$ cat src/rtl/cpu_log_pkg.sv
// Shared types and constants for the CPU trace-log arbiter.
// Latency: n/a (declarations only).
// Backpressure: n/a.
package cpu_log_pkg;

    // Two trace sources, so one bit selects a source.
    localparam int SRC_W = 1;
    typedef logic [SRC_W-1:0] src_t;

    typedef enum logic [1:0] {
        ST_IDLE  = 2'd0,   // no line in progress
        ST_LINE  = 2'd1,   // streaming the owner's characters
        ST_ABORT = 2'd2    // one cycle that emits the abort character
    } state_e;

    // Record delimiters understood by the downstream checker.
    localparam logic [7:0] CH_CARET = 8'h5E;  // '^' start of line
    localparam logic [7:0] CH_HASH  = 8'h23;  // '#' end of line
    localparam logic [7:0] CH_BANG  = 8'h21;  // '!' aborted line

endpackage

$ cat src/rtl/cpu_log_arbiter_if.sv
// Bundle of the two source handshakes and the checker-facing outputs.
// Latency: n/a (wires only).
// Backpressure: reqN_ready is driven by the arbiter (slave modport).
//   master: trace sources / environment side; slave: the arbiter.
interface cpu_log_arbiter_if;
    logic [7:0] req0_char;
    logic       req0_valid;
    logic       req0_ready;
    logic [7:0] req1_char;
    logic       req1_valid;
    logic       req1_ready;
    logic [7:0] out_char;
    logic       out_valid;
    logic [1:0] grant;
    logic       line_done;
    logic       line_src;
    logic       abort;

    modport master (
        output req0_char, req0_valid, req1_char, req1_valid,
        input  req0_ready, req1_ready,
        input  out_char, out_valid, grant, line_done, line_src, abort
    );

    modport slave (
        input  req0_char, req0_valid, req1_char, req1_valid,
        output req0_ready, req1_ready,
        output out_char, out_valid, grant, line_done, line_src, abort
    );
endinterface

$ cat src/rtl/cpu_log_stall_timer.sv
// Counts consecutive stalled cycles of the line owner; flags when TIMEOUT is reached.
// Latency: expired is combinational from the registered count (count==TIMEOUT).
// Backpressure: none; clear has priority over inc, count saturates at 255.
//   Ports: clk, reset (sync, active-high), clear, inc, expired.
module cpu_log_stall_timer #(
    parameter int TIMEOUT = 16
) (
    input  logic clk,
    input  logic reset,
    input  logic clear,
    input  logic inc,
    output logic expired
);
    logic [7:0] count_q;

    always_ff @(posedge clk) begin
        if (reset) begin
            count_q <= 8'd0;
        end else if (clear) begin
            count_q <= 8'd0;
        end else if (inc && (count_q != 8'hFF)) begin
            count_q <= count_q + 8'd1;
        end
    end

    assign expired = (count_q == 8'(TIMEOUT));
endmodule

$ cat src/rtl/cpu_log_arbiter.sv
// Round-robin arbiter granting whole '^'..'#' trace lines from two sources to one checker.
// Latency: accepted beat appears on out_char/out_valid one cycle later; grant is registered.
// Backpressure: combinational readies; non-owner held at ready=0 during a line, non-'^' drained in idle.
//   Ports: clk, reset (sync, active-high), bus (cpu_log_arbiter_if.slave).
//   Optional CPU_LOG_ARB_TIMEOUT_EN: abort a line after TIMEOUT stalled cycles, emitting '!'.
module cpu_log_arbiter
    import cpu_log_pkg::*;
#(
    parameter int TIMEOUT = 16
) (
    input  logic               clk,
    input  logic               reset,
    cpu_log_arbiter_if.slave   bus
);
    if ((TIMEOUT < 1) || (TIMEOUT > 255)) begin : g_bad_timeout
        $error("cpu_log_arbiter: TIMEOUT must be in 1..255");
    end

    state_e     state_q;
    src_t       owner_q;
    src_t       last_q;
    logic [7:0] out_char_q;
    logic       out_valid_q;
    logic [1:0] grant_q;
    logic       line_done_q;
    src_t       line_src_q;

    logic       caret0, caret1;
    logic       win0, win1;
    logic       rdy0, rdy1;
    logic       own_acc;
    logic [7:0] own_char;
    logic       stall_exp;

    assign caret0 = bus.req0_valid && (bus.req0_char == CH_CARET);
    assign caret1 = bus.req1_valid && (bus.req1_char == CH_CARET);
    // On a tie the source that did not own the previous line wins.
    assign win0 = caret0 && (!caret1 || (last_q == src_t'(1)));
    assign win1 = caret1 && (!caret0 || (last_q == src_t'(0)));

    always_comb begin
        rdy0 = 1'b0;
        rdy1 = 1'b0;
        if (!reset) begin
            case (state_q)
                // Anything that is not a '^' is drained; a losing '^' is held.
                ST_IDLE: begin
                    rdy0 = !caret0 || win0;
                    rdy1 = !caret1 || win1;
                end
                // An expiring line must not accept a beat in the cycle it is aborted.
                ST_LINE: begin
                    rdy0 = (owner_q == src_t'(0)) && !stall_exp;
                    rdy1 = (owner_q == src_t'(1)) && !stall_exp;
                end
                default: ;
            endcase
        end
    end

    assign bus.req0_ready = rdy0;
    assign bus.req1_ready = rdy1;

    assign own_char = (owner_q == src_t'(1)) ? bus.req1_char : bus.req0_char;
    assign own_acc  = (owner_q == src_t'(1)) ? (bus.req1_valid && rdy1)
                                             : (bus.req0_valid && rdy0);

`ifdef CPU_LOG_ARB_TIMEOUT_EN
    logic own_vld;
    logic abort_q;

    assign own_vld = (owner_q == src_t'(1)) ? bus.req1_valid : bus.req0_valid;

    cpu_log_stall_timer #(.TIMEOUT(TIMEOUT)) u_stall_timer (
        .clk     (clk),
        .reset   (reset),
        .clear   ((state_q != ST_LINE) || own_acc),
        .inc     ((state_q == ST_LINE) && !own_vld),
        .expired (stall_exp)
    );

    always_ff @(posedge clk) begin
        if (reset) begin
            abort_q <= 1'b0;
        end else begin
            abort_q <= (state_q == ST_ABORT);
        end
    end

    assign bus.abort = abort_q;
`else
    assign stall_exp = 1'b0;
    assign bus.abort = 1'b0;
`endif

    always_ff @(posedge clk) begin
        if (reset) begin
            state_q     <= ST_IDLE;
            owner_q     <= src_t'(0);
            last_q      <= src_t'(1);
            out_char_q  <= 8'h00;
            out_valid_q <= 1'b0;
            grant_q     <= 2'b00;
            line_done_q <= 1'b0;
            line_src_q  <= src_t'(0);
        end else begin
            out_valid_q <= 1'b0;
            line_done_q <= 1'b0;
            case (state_q)
                ST_IDLE: begin
                    if (win0 || win1) begin
                        owner_q     <= src_t'(win1);
                        grant_q     <= win1 ? 2'b10 : 2'b01;
                        out_char_q  <= CH_CARET;
                        out_valid_q <= 1'b1;
                        state_q     <= ST_LINE;
                    end
                end
                ST_LINE: begin
                    if (own_acc) begin
                        out_char_q  <= own_char;
                        out_valid_q <= 1'b1;
                        if (own_char == CH_HASH) begin
                            line_done_q <= 1'b1;
                            line_src_q  <= owner_q;
                            last_q      <= owner_q;
                            grant_q     <= 2'b00;
                            state_q     <= ST_IDLE;
                        end
                    end else if (stall_exp) begin
                        state_q <= ST_ABORT;
                    end
                end
`ifdef CPU_LOG_ARB_TIMEOUT_EN
                ST_ABORT: begin
                    out_char_q  <= CH_BANG;
                    out_valid_q <= 1'b1;
                    line_src_q  <= owner_q;
                    last_q      <= owner_q;
                    grant_q     <= 2'b00;
                    state_q     <= ST_IDLE;
                end
`endif
                default: state_q <= ST_IDLE;
            endcase
        end
    end

    assign bus.out_char  = out_char_q;
    assign bus.out_valid = out_valid_q;
    assign bus.grant     = grant_q;
    assign bus.line_done = line_done_q;
    assign bus.line_src  = line_src_q;
endmodule
$ cat src/flat_wrapper.sv
// flat-port wrapper written by rule: the top's interface ports become plain ports
module cpu_log_arbiter_flat import cpu_log_pkg::*;
#(
    parameter int TIMEOUT = 16
)
  (clk, reset, bus_req0_char, bus_req0_valid, bus_req1_char, bus_req1_valid, bus_req0_ready, bus_req1_ready, bus_out_char, bus_out_valid, bus_grant, bus_line_done, bus_line_src, bus_abort);
  cpu_log_arbiter_if bus_i ();
  input  logic clk;
  input  logic reset;
  input wire logic [$bits(bus_i.req0_char)-1:0] bus_req0_char;
  input wire logic [$bits(bus_i.req0_valid)-1:0] bus_req0_valid;
  input wire logic [$bits(bus_i.req1_char)-1:0] bus_req1_char;
  input wire logic [$bits(bus_i.req1_valid)-1:0] bus_req1_valid;
  output wire logic [$bits(bus_i.req0_ready)-1:0] bus_req0_ready;
  output wire logic [$bits(bus_i.req1_ready)-1:0] bus_req1_ready;
  output wire logic [$bits(bus_i.out_char)-1:0] bus_out_char;
  output wire logic [$bits(bus_i.out_valid)-1:0] bus_out_valid;
  output wire logic [$bits(bus_i.grant)-1:0] bus_grant;
  output wire logic [$bits(bus_i.line_done)-1:0] bus_line_done;
  output wire logic [$bits(bus_i.line_src)-1:0] bus_line_src;
  output wire logic [$bits(bus_i.abort)-1:0] bus_abort;
  assign bus_i.req0_char = bus_req0_char;
  assign bus_i.req0_valid = bus_req0_valid;
  assign bus_i.req1_char = bus_req1_char;
  assign bus_i.req1_valid = bus_req1_valid;
  assign bus_req0_ready = bus_i.req0_ready;
  assign bus_req1_ready = bus_i.req1_ready;
  assign bus_out_char = bus_i.out_char;
  assign bus_out_valid = bus_i.out_valid;
  assign bus_grant = bus_i.grant;
  assign bus_line_done = bus_i.line_done;
  assign bus_line_src = bus_i.line_src;
  assign bus_abort = bus_i.abort;
  cpu_log_arbiter #(.TIMEOUT(TIMEOUT)) u_core (.clk(clk), .reset(reset), .bus(bus_i));
endmodule
$ cat config.mk
export PLATFORM = sky130hd
export DESIGN_NAME = cpu_log_arbiter_flat
export DESIGN_NICKNAME = d
export VERILOG_FILES = /design/src/rtl/cpu_log_pkg.sv /design/src/rtl/cpu_log_arbiter_if.sv /design/src/rtl/cpu_log_stall_timer.sv /design/src/rtl/cpu_log_arbiter.sv /design/src/flat_wrapper.sv
export SDC_FILE = /design/constraint.sdc
export NUM_CORES = 1
export LEC_CHECK = 0
export BUFFER_PORTS_ARGS = -buffer_cell sky130_fd_sc_hd__buf_2
export CAP_MARGIN = 10
export CORE_MARGIN = 2
export CORE_UTILIZATION = 46
export DETAILED_ROUTE_END_ITERATION = 12
export GPL_TIMING_DRIVEN = 0
export PLACE_DENSITY = 0.77
export SYNTH_ARGS = -nofsm -noshare
export SYNTH_HDL_FRONTEND = slang
export SYNTH_SLANG_ARGS = --single-unit
$ cat constraint.sdc
create_clock -name clk -period 1.8 [get_ports clk]
set_clock_uncertainty 0.05 [all_clocks]
set_input_delay 0.18 -clock clk [delete_from_list [all_inputs] [get_ports clk]]
set_output_delay 0.18 -clock clk [all_outputs]
set_load 0.02 [all_outputs]
* After elaboration in Yosys (flattened, before gate mapping)
Cells that the tools add are included.
Storage, ports and cells: register bits after elaboration 17, bits of input ports 20, output and inout bits 16, logic and storage cells 60
Cells by class: equality and inequality tests 7, muxes and demuxes 20, bitwise operators 4, reduce and logical (&&, ||, !) cells 21
Operators by type and width (count):
- $mux W8 | 3
- $eq A8 B7 Y1 const B | 2
- $pmux W8 S2 | 1
- $mux W2 | 5
- $reduce_and A3 Y1 | 3
- $eq A8 B6 Y1 const B | 1
- $pmux W2 S2 | 2
- $logic_and A1 B1 Y1 | 6
- $mux W1 | 6
- $ne A2 B1 Y1 const B | 3
- $pmux W1 S2 | 3
- $logic_or A1 B1 Y1 | 5
- $not A1 Y1 | 4
- $reduce_and A4 Y1 | 1
- $reduce_or A3 Y1 | 1
- $eq A2 B1 Y1 const B | 1
- $logic_not A1 Y1 | 2
- $logic_not A2 Y1 | 1
- $reduce_and A2 Y1 | 1
- $reduce_bool A2 Y1 | 1

* Logic depth before layout (Yosys ltp)
Gate-level depths: netlist of run 1.
word-level depth 12, depth in mapped cells 5

* Least setup slack after synthesis of run 1
OpenSTA, ideal clock, no wires.
kind register to output, from register u_core.owner_q, to output bus_req1_ready, data arrival time 1501 ps, setup slack 69 ps, stages on the path, launching flop included 5, path through dfxtp_1 -> buf_2 -> clkbuf_1 -> nor2_1 -> a311oi_1
Between the ends: word-level cells in the longest chain between the ends 2
Ends and longest elaborated chain:
- start, declared | line cpu_log_arbiter.sv:20 | src_t owner_q;
- start signal, assigned | line cpu_log_arbiter.sv:99 | owner_q <= src_t'(0);
- start signal, assigned | line cpu_log_arbiter.sv:112 | owner_q <= src_t'(win1);
- $pmux W1 S2 | line cpu_log_arbiter.sv:45 | case (state_q)
- $mux W1 | line cpu_log_arbiter.sv:44 | if (!reset) begin
- end, declared | line flat_wrapper.sv:15 | output wire logic [$bits(bus_i.req1_ready)-1:0] bus_req1_ready;
No other way between the ends.

* Worst setup path after layout of run 1
from register u_core.owner_q, to register u_core.out_char_q[7], in the netlist u_core.bus.out_char[7]
Between the ends: word-level cells in the longest chain between the ends 7
Ends and longest elaborated chain:
- $not A1 Y1 | line cpu_log_arbiter.sv:53 | rdy0 = (owner_q == src_t'(0)) && !stall_exp;
- $pmux W1 S2 | line cpu_log_arbiter.sv:45
- $mux W1 | line cpu_log_arbiter.sv:44
- $logic_and A1 B1 Y1 | line cpu_log_arbiter.sv:66 | : (bus.req0_valid && rdy0);
- $mux W1 | line cpu_log_arbiter.sv:65 | assign own_acc = (owner_q == src_t'(1)) ? (bus.req1_valid && rdy1)
- $ne A2 B1 Y1 (no line)
- $reduce_and A3 Y1 (no line)
- end signal, assigned | line cpu_log_arbiter.sv:121 | out_char_q <= own_char;
- end, declared | line cpu_log_arbiter.sv:22 | logic [7:0] out_char_q;
Parallel ways exist; a longest one is shown, timed or not. The select of a mux whose other input is x is not followed. A chain may end at the register's enable or synchronous reset.

==> impl_results.md, run 1 <==
- Detailed Route WL: 2.170 mm
- Largest net degree at the start of global routing: 16
- Synth area leaders: dfxtp_1 36%, mux2i_1 10%, o21a_1 4.3%
- Most frequent cells in the layout: 34 x buf_2, 16 x dfxtp_1, 9 x mux2i_1
- Buffers on Ports: 34
- H-tree lvl count: 1
- Leakage: 0.4953 nW
- Slew Viols, Final: 0
- Peak VDD IR: 472.9 uV
- Fill count: 177
- Post-Syn Instances: 93
- DR WL/cell: 14.00 um
- Max Cap Viol: 0
- Mean Syn Cell Area: 9.458 um^2
- Router iterations before antenna repair: 4
- EDFF count, synth: 0
- Via Count: 883
- F_max: 585.7 MHz
- CTS Sinks: 16
- CP required: 1.95 ns
- RSZ-0062 raised after global routing: no
- Post-synth top area cell: dfxtp_1
- Clock Latency Late Sink: 0.28 ns
- Final period util: 0.9485
- Share of layout cells above drive strength 1: 0.4000
- Global placer's final weighted congestion: 0.8124
- Synth-to-Final Area Change: 26.88%
- Synth Register Bits: 16
- Placed inst area: 1081 um^2
- Post-DP HPWL: 1.675 mm
- Async set-reset flop share out of synthesis: 0
- Nets: 151
- Final ANT Viol Nets: 0
- Starting DRC count in detailed routing: 21
- CP endpoint kind: flop
- Vias per cell: 5.697
- Register area share after synthesis: 0.3642
- Antenna violations before repair: 0
- First-pass GRT wire length: 3.277 mm
- Pre-CTS setup slack: 0.07719 ns
- Drc violations: 0
- Finished layout cell area: 1116 um^2
- Power Density: 607.8 nW/um^2
- Final hold viol count: 0
- Grt ovf: 0
- Critical path fanouts, max: 15
- Total CTS buffers: 3
- CTS tree: done
- Max Buffers Root-to-Sink: 2
- Core area: 1764 um^2
- Yosys top cell area share: 0.3642
- # IOs: 36
- Vias in the first global route: 761
- Top_reg_cell synth: dfxtp_1
- Initial Utilization: 0.4986
- # diodes: 0
- Critical path type: flop to flop
- Outcome: complete, no violations
- Num rows: 15
- Die ar.: 2278 um^2
- Worst-path clk slew: 0.10 ns
- Period minus WS final: 1.707 ns
- Mapped cell area: 879.6 um^2
- Total track usage: 0.2084
- Syn_nets: 113
- Hold Path Class: primary input to flop
- Setup TNS Final: 0 ns
- YS warnings: 0
- Final worst slack: 0.09275 ns
- CP Data Arrival Time: 1.86 ns
- Startpoint types: flop
- Synth unique cells: 37
- Commonest non-fill, non-tap cell in the layout: buf_2
- Die width: 47.73 um
- Die height: 47.73 um
- CTS Root Cell: clkbuf_4
- Setup-failing EPs final: 0
==> per-layer routing <==
layer,up-vias,global-route usage,wire length [um]
met4,0,0.05946,28
li1,422,-,-
met1,423,0.2614,914
met2,34,0.3360,1066
met3,4,0.07547,160
met5,-,0,0
==> kinds of logic (layout without fill, tap and decap cells) <==
logic type      Yosys count  in the layout  share of synthesized area
simple gates             32             32                     0.2746
compound gates           23             23                     0.1892
flops                    16             16                     0.3642
buf+inv                  11             48                    0.05263
mux                      10             10                     0.1152
other cells               1              1                   0.004263
==> layout make-up <==
type | instances | area, um^2 | area share
Sequential cell | 16 | 320.3 | 0.2870
Tap cell | 25 | 31.28 | 0.02803
Clock buffer | 4 | 36.28 | 0.03251
Multi-Input combinational cell | 66 | 513.0 | 0.4596
Timing Repair Buffer | 34 | 170.2 | 0.1525
Inverter | 6 | 22.52 | 0.02018
Buffer | 4 | 22.52 | 0.02018
==> critical path, stage by stage, from the launching register on <==
cell and delay (ns):
dfxtp_1 0.31, clkbuf_4 0.26, mux2_2 0.40, nand3b_4 0.13
nand3_2 0.20, o32ai_1 0.27
==> what timing repair did <==
item	4_1_cts	5_1_grt
endpoints found under the setup margin	2	10
hold buffers	0	0
setup buffers	0	0
gates resized for setup	0	1
==> flip-flops by register name (all words and copies together) (netlist names) <==
signal,cells
u_core.state_q,1
u_core.owner_q,1
u_core.bus.grant,2
u_core.bus.line_src,1
u_core.last_q,1
u_core.bus.line_done,1
u_core.bus.out_char,8
u_core.bus.out_valid,1
==> cells in the mapped netlist (2+ instances only) <==
cell type,n
a311oi_1,2
a21oi_2,2
nor3_1,2
dfxtp_1,16
inv_1,6
nand3_1,3
clkbuf_1,3
mux2i_1,9
o32ai_1,3
a21oi_1,7
nand4b_1,3
o21a_1,5
nor2b_1,2
nand2b_1,2
nor2_1,5
nor4bb_1,2
==> report_power, final <==
group / switching, W / internal, W
combinational: 0.0000448 / 0.0000372
clock: 0.000118 / 0.000123
sequential: 0.000000695 / 0.000355
==> worst paths after layout <==
check,startpoint,end,slack (ns),cells after the start
max,u_core.owner_q,u_core.bus.out_char[7],0.09,5
min,bus_req1_char[5],u_core.bus.out_char[5],0.14,3
max reg2reg,u_core.owner_q,u_core.bus.out_char[7],0.09,5
min reg2reg,u_core.bus.out_char[1],u_core.bus.out_char[1],0.43,1
==> metrics by stage <==
| step | std cells | hold WS, ns | total power (W) | utilization |
|---|---|---|---|---|
| 3_5_place_dp | 152 | 0.3997 | 0.0004449 | 0.6128 |
| 6_report | 155 | 0.1439 | 0.0006784 | 0.6326 |
| 5_1_grt | 155 | 0.1592 | 0.0007032 | 0.6326 |
| 4_1_cts | 155 | 0.1498 | 0.0006799 | 0.6312 |
| 2_1_floorplan | 93 | 0.3155 | 0.0004049 | - |
| 3_3_place_gp | 152 | 0.3971 | 0.0004432 | 0.6128 |
Power figures use the tool's default switching activity.
==> run 2: changes to the inputs <==
--- a/config.mk
+++ b/config.mk
@@ -9,3 +9,3 @@
 export CAP_MARGIN = 10
-export CORE_MARGIN = 2
+export CORE_MARGIN = 10
 export CORE_UTILIZATION = 46
==> constraint.sdc (replaced) <==
create_clock -name clk -period 1.8 [get_ports clk]
set_clock_uncertainty 0.05 [all_clocks]
set_input_delay 0.27 -clock clk [delete_from_list [all_inputs] [get_ports clk]]
set_output_delay 0.27 -clock clk [all_outputs]
set_load 0.02 [all_outputs]
==> impl_results.md, run 2 (synthesized netlist as in run 1, its figures left out) <==
- CP Data Arrival Time: 1.41 ns
- Die height: 63.73 um
- Sw power: 0.0001697 W
- Critical path fanouts, max: 3
- Router iterations before antenna repair: 4
- First-pass GRT wire length: 4.264 mm
- R2R Setup Slk: 0.24 ns
- Post CTS Setup Buffer Count: 0
- Antenna violations before repair: 0
- Worst r2r dst: u_core.bus.out_char[0]
- Share of layout cells above drive strength 1: 0.4580
- Multi-input logic area: 533.0 um^2
- Period minus WS final: 1.729 ns
- Final period util: 0.9607
- Final worst slack: 0.07080 ns
- Core area: 1764 um^2
- Outcome: complete, no violations
- Storage element area: 321.6 um^2
- Comb power frac: 0.123
- Clock Power Share: 0.359
- Sequential share of power: 0.517
- CTS tree: done
- Drc violations: 0
- Sw frac: 0.2470
- Largest net degree at the start of global routing: 11
- F_max: 578.3 MHz
- Placed instance count: 152
- Final ANT Viol Nets: 0
- Fill count: 161
- Grt ovf: 0
- Vias in the first global route: 937
- CTS Root Cell: clkbuf_4
- # diodes: 0
- Most frequent cells in the layout: 33 x buf_2, 15 x dfxtp_1, 9 x mux2i_1
- Synth-to-Final Area Change: 31.86%
- Critical R2R Launch: u_core.owner_q
- Worst Setup SP: bus_req0_char[0]
- Nets: 152
- # IOs: 36
- Global placer's final weighted congestion: 0.8247
- Max Buffers Root-to-Sink: 2
- Peak VDD IR: 373.8 uV
- Leakage: 0.5152 nW
- CP required: 1.48 ns
- Vias per cell: 5.641
- Starting DRC count in detailed routing: 17
- Critical path type: primary input to primary output
- CTS Sinks: 16
- Die ar.: 4062 um^2
- Hold Path Class: primary input to flop
- Slew Viols, Final: 0
- Via Count: 880
- Initial Utilization: 0.4986
- Detailed Route WL: 2.466 mm
- Buffers on Ports: 34
- Worst-path clk slew: 0.10 ns
- Setup-failing EPs final: 0
- Num rows: 15
- R2R cell count: 5
- RSZ-0062 raised after global routing: no
- Power Density: 592.5 nW/um^2
- Max FFs per register: 8
- Die width: 63.73 um
- Startpoint types: primary input
- Clock Latency Late Sink: 0.30 ns
- Max Cap Viol: 0
- CP endpoint kind: primary output
- DR WL/cell: 15.81 um
- Total CTS buffers: 3
- Pre-CTS setup slack: -0.05586 ns
- Post-DP HPWL: 1.977 mm
- Worst setup path end: bus_req1_ready
- Total track usage: 0.1288
- Commonest non-fill, non-tap cell in the layout: buf_2
- WHS: 0.2303 ns
- Hold-fix buffers, CTS: 0
- Cell-internal power: 0.0005174 W
- Tot Pwr: 0.0006872 W
- Final hold viol count: 0
- H-tree lvl count: 1
- Finished Layout Cells: 156
-- run 2: routing by layer --
layer | track usage | routed length [um]
met5 | 0 | 0
met4 | 0.06831 | 46
met1 | 0.1477 | 1061
met3 | 0.05749 | 227
met2 | 0.1972 | 1131
-- run 2: worst min path at each step --
stage                                      start                     end  slack [ns]  depth (start not counted)
final                           bus_req0_char[7]  u_core.bus.out_char[7]        0.23                          3
after global routing            bus_req1_char[5]  u_core.bus.out_char[5]        0.23                          3
after CTS                       bus_req1_char[5]  u_core.bus.out_char[5]        0.22                          3
after detailed placement  u_core.bus.out_char[4]  u_core.bus.out_char[4]        0.40                          1
after global placement    u_core.bus.out_char[3]  u_core.bus.out_char[3]        0.40                          1
after floorplan                 bus_req0_char[0]  u_core.bus.out_char[0]        0.41                          2
-- run 2: through the flow --
step	area (um^2)	util	TNS [ns]
after global placement	1087	0.6163	-0.002926
after global routing	1160	0.6574	0
after detailed placement	1087	0.6163	-0.06432
after CTS	1140	0.6461	0
final	1160	0.6574	0
after floorplan	885.9	-	0
-- run 2: power groups by stage --
| stage | clock network [W] | logic [W] | registers, W |
|---|---|---|---|
| final | 0.000247 | 0.0000846 | 0.000356 |
| after global routing | 0.000268 | 0.0000931 | 0.000356 |
| after CTS | 0.000256 | 0.0000833 | 0.000356 |
| after detailed placement | 0 | 0.0000819 | 0.000364 |
| after global placement | 0 | 0.0000805 | 0.000364 |
| after floorplan | 0 | 0.0000406 | 0.000365 |
-- run 2: final cells by class --
class,count,area share
plain buffers,5,0.03668
clock buffers,4,0.03128
inverters,6,0.01942
multi-input cells,66,0.4595
flip-flops and latches,16,0.2772
well taps,25,0.02697
repair buffers,34,0.1489
-- run 2: repair_timing --
action / 4_1_cts / 5_1_grt
setup endpoints to repair: 2 / 2
resized for setup: 6 / 7
pin swaps: 0 / 1
-- run 2: worst max-delay path: stages --
cell and delay [ns]:
buf_2 0.11, nand4b_1 0.20, or3_4 0.41, nor2_2 0.14
a311oi_2 0.11, buf_4 0.17
==> run 3: changes to the inputs <==
--- a/config.mk
+++ b/config.mk
@@ -9,3 +9,2 @@
 export CAP_MARGIN = 10
-export CORE_MARGIN = 10
 export CORE_UTILIZATION = 46
==> constraint.sdc (replaced) <==
create_clock -name clk -period 1.8 [get_ports clk]
set_clock_uncertainty 0.05 [all_clocks]
set_input_delay 0.36 -clock clk [delete_from_list [all_inputs] [get_ports clk]]
set_output_delay 0.36 -clock clk [all_outputs]
set_load 0.02 [all_outputs]
==> impl_results.md, run 3 (synthesized netlist as in run 1, its figures left out) <==
- Outcome: finished, violations left
- Failing checks: negative setup slack
- CTS Sinks: 16
- Vias per cell: 5.759
- Drc violations: 0
- Critical path fanouts, max: 2
- Fill count: 165
- CTS Root Cell: clkbuf_4
- Total track usage: 0.2502
- DR WL/cell: 14.84 um
- Crit-path slowest cell: or3_4
- Vias in the first global route: 786
- Synth-to-Final Area Change: 35.42%
- Via Count: 910
- Hold-fix buffers, CTS: 0
- Clock Latency Late Sink: 0.30 ns
- Max Buffers Root-to-Sink: 2
- Total CTS buffers: 3
- Share of layout cells above drive strength 1: 0.4737
- Critical path type: primary input to primary output
- Final period util: 1.017
- Setup TNS Final: -0.03819 ns
- Max FFs per register: 8
- Startpoint types: primary input
- Die ar.: 2091 um^2
- Final ANT Viol Nets: 0
- Core area: 1764 um^2
- Power Density: 539.4 nW/um^2
- Post-DP HPWL: 1.691 mm
- H-tree lvl count: 1
- Crit path cell chain: buf_6 -> nand3b_1 -> or3_4 -> nor2_4 -> a311oi_2 -> buf_4
- Grt ovf: 0
- Setup-failing EPs final: 2
- CP endpoint kind: primary output
- Peak VDD IR: 357.2 uV
- Tot Pwr: 0.0006425 W
- Die height: 45.73 um
- Router iterations before antenna repair: 4
- CP max stage delay: 0.41 ns
- Detailed Route WL: 2.344 mm
- Slew Viols, Final: 0
- RSZ-0062 raised after global routing: yes
- Post-layout util: 0.6752
- # IOs: 36
- Worst-path clk slew: 0.08 ns
- Leakage: 0.5302 nW
- CP Data Arrival Time: 1.42 ns
- Global placer's final weighted congestion: 0.7880
- Max Cap Viol: 0
- First-pass GRT wire length: 3.622 mm
- Starting DRC count in detailed routing: 25
- Final worst slack: -0.03098 ns
- Most frequent cells in the layout: 31 x buf_2, 15 x dfxtp_1, 9 x mux2i_1
- Hold Path Class: primary input to flop
- Pre-CTS setup slack: -0.1631 ns
- F_max: 546.2 MHz
- # diodes: 0
- Largest net degree at the start of global routing: 13
- Antenna violations before repair: 0
- CTS tree: done
- Commonest non-fill, non-tap cell in the layout: buf_2
- Crit-path leading delay family: simple AND/OR/NAND/NOR gates
- CP bufs+invs: 2
- Num rows: 15
- Period minus WS final: 1.831 ns
- Multi-input logic area: 544.3 um^2
- Buffers on Ports: 34
- Storage element area: 321.6 um^2
- Nets: 155
- Initial Utilization: 0.4986
- CP required: 1.39 ns
- Final hold viol count: 0
- Die width: 45.73 um
-- run 3: cell type report --
cell class | instances | area share
repair buffers | 38 | 0.1807
plain buffers | 4 | 0.02836
flip-flops and latches | 16 | 0.2700
clock buffers | 3 | 0.01891
well taps | 25 | 0.02626
multi-input cells | 66 | 0.4569
inverters | 6 | 0.01891
-- run 3: power breakdown --
group / total, W / switching (W) / internal, W
clock: 0.000195 / 0.000117 / 0.0000780
sequential: 0.000356 / 0.000000696 / 0.000355
combinational: 0.0000921 / 0.0000475 / 0.0000446
-- run 3: stage by stage --
step	hold WS, ns	area [um^2]	instances
floorplan	0.4724	885.9	93
global placement	0.3969	1087	152
detailed placement	0.4007	1087	152
CTS	0.3057	1182	157
global route	0.3412	1191	158
finish	0.3338	1191	158
-- run 3: worst paths after layout --
check	start	end	slack, ns	cells past startpoint
max	bus_req0_char[5]	bus_req1_ready	-0.03	6
min	bus_req1_char[5]	u_core.bus.out_char[5]	0.33	3
max reg2reg	u_core.owner_q	u_core.bus.out_char[0]	0.16	5
min reg2reg	u_core.bus.out_char[1]	u_core.bus.out_char[1]	0.43	1
-- run 3: routing by layer --
metal | up-vias | wire length (um) | global-route usage
met5 | - | 0 | 0
met3 | 5 | 124 | 0.05159
met1 | 439 | 1019 | 0.3125
met4 | 0 | 38 | 0.1059
li1 | 428 | - | -
met2 | 38 | 1162 | 0.4143
-- run 3: tightest hold or removal path, delay by kind of cell --
family | cells | cell delay, ns
buffers and inverters | 1 | 0.10
AO/OA/AOI/OAI | 2 | 0.16
-- run 3: repair_timing --
item / CTS / global route
pin swaps: 3 / 0
gates resized for setup: 13 / 1
endpoints found under the setup margin: 2 / 2
setup buffers: 3 / 1
hold endpoints to repair: 0 / 0
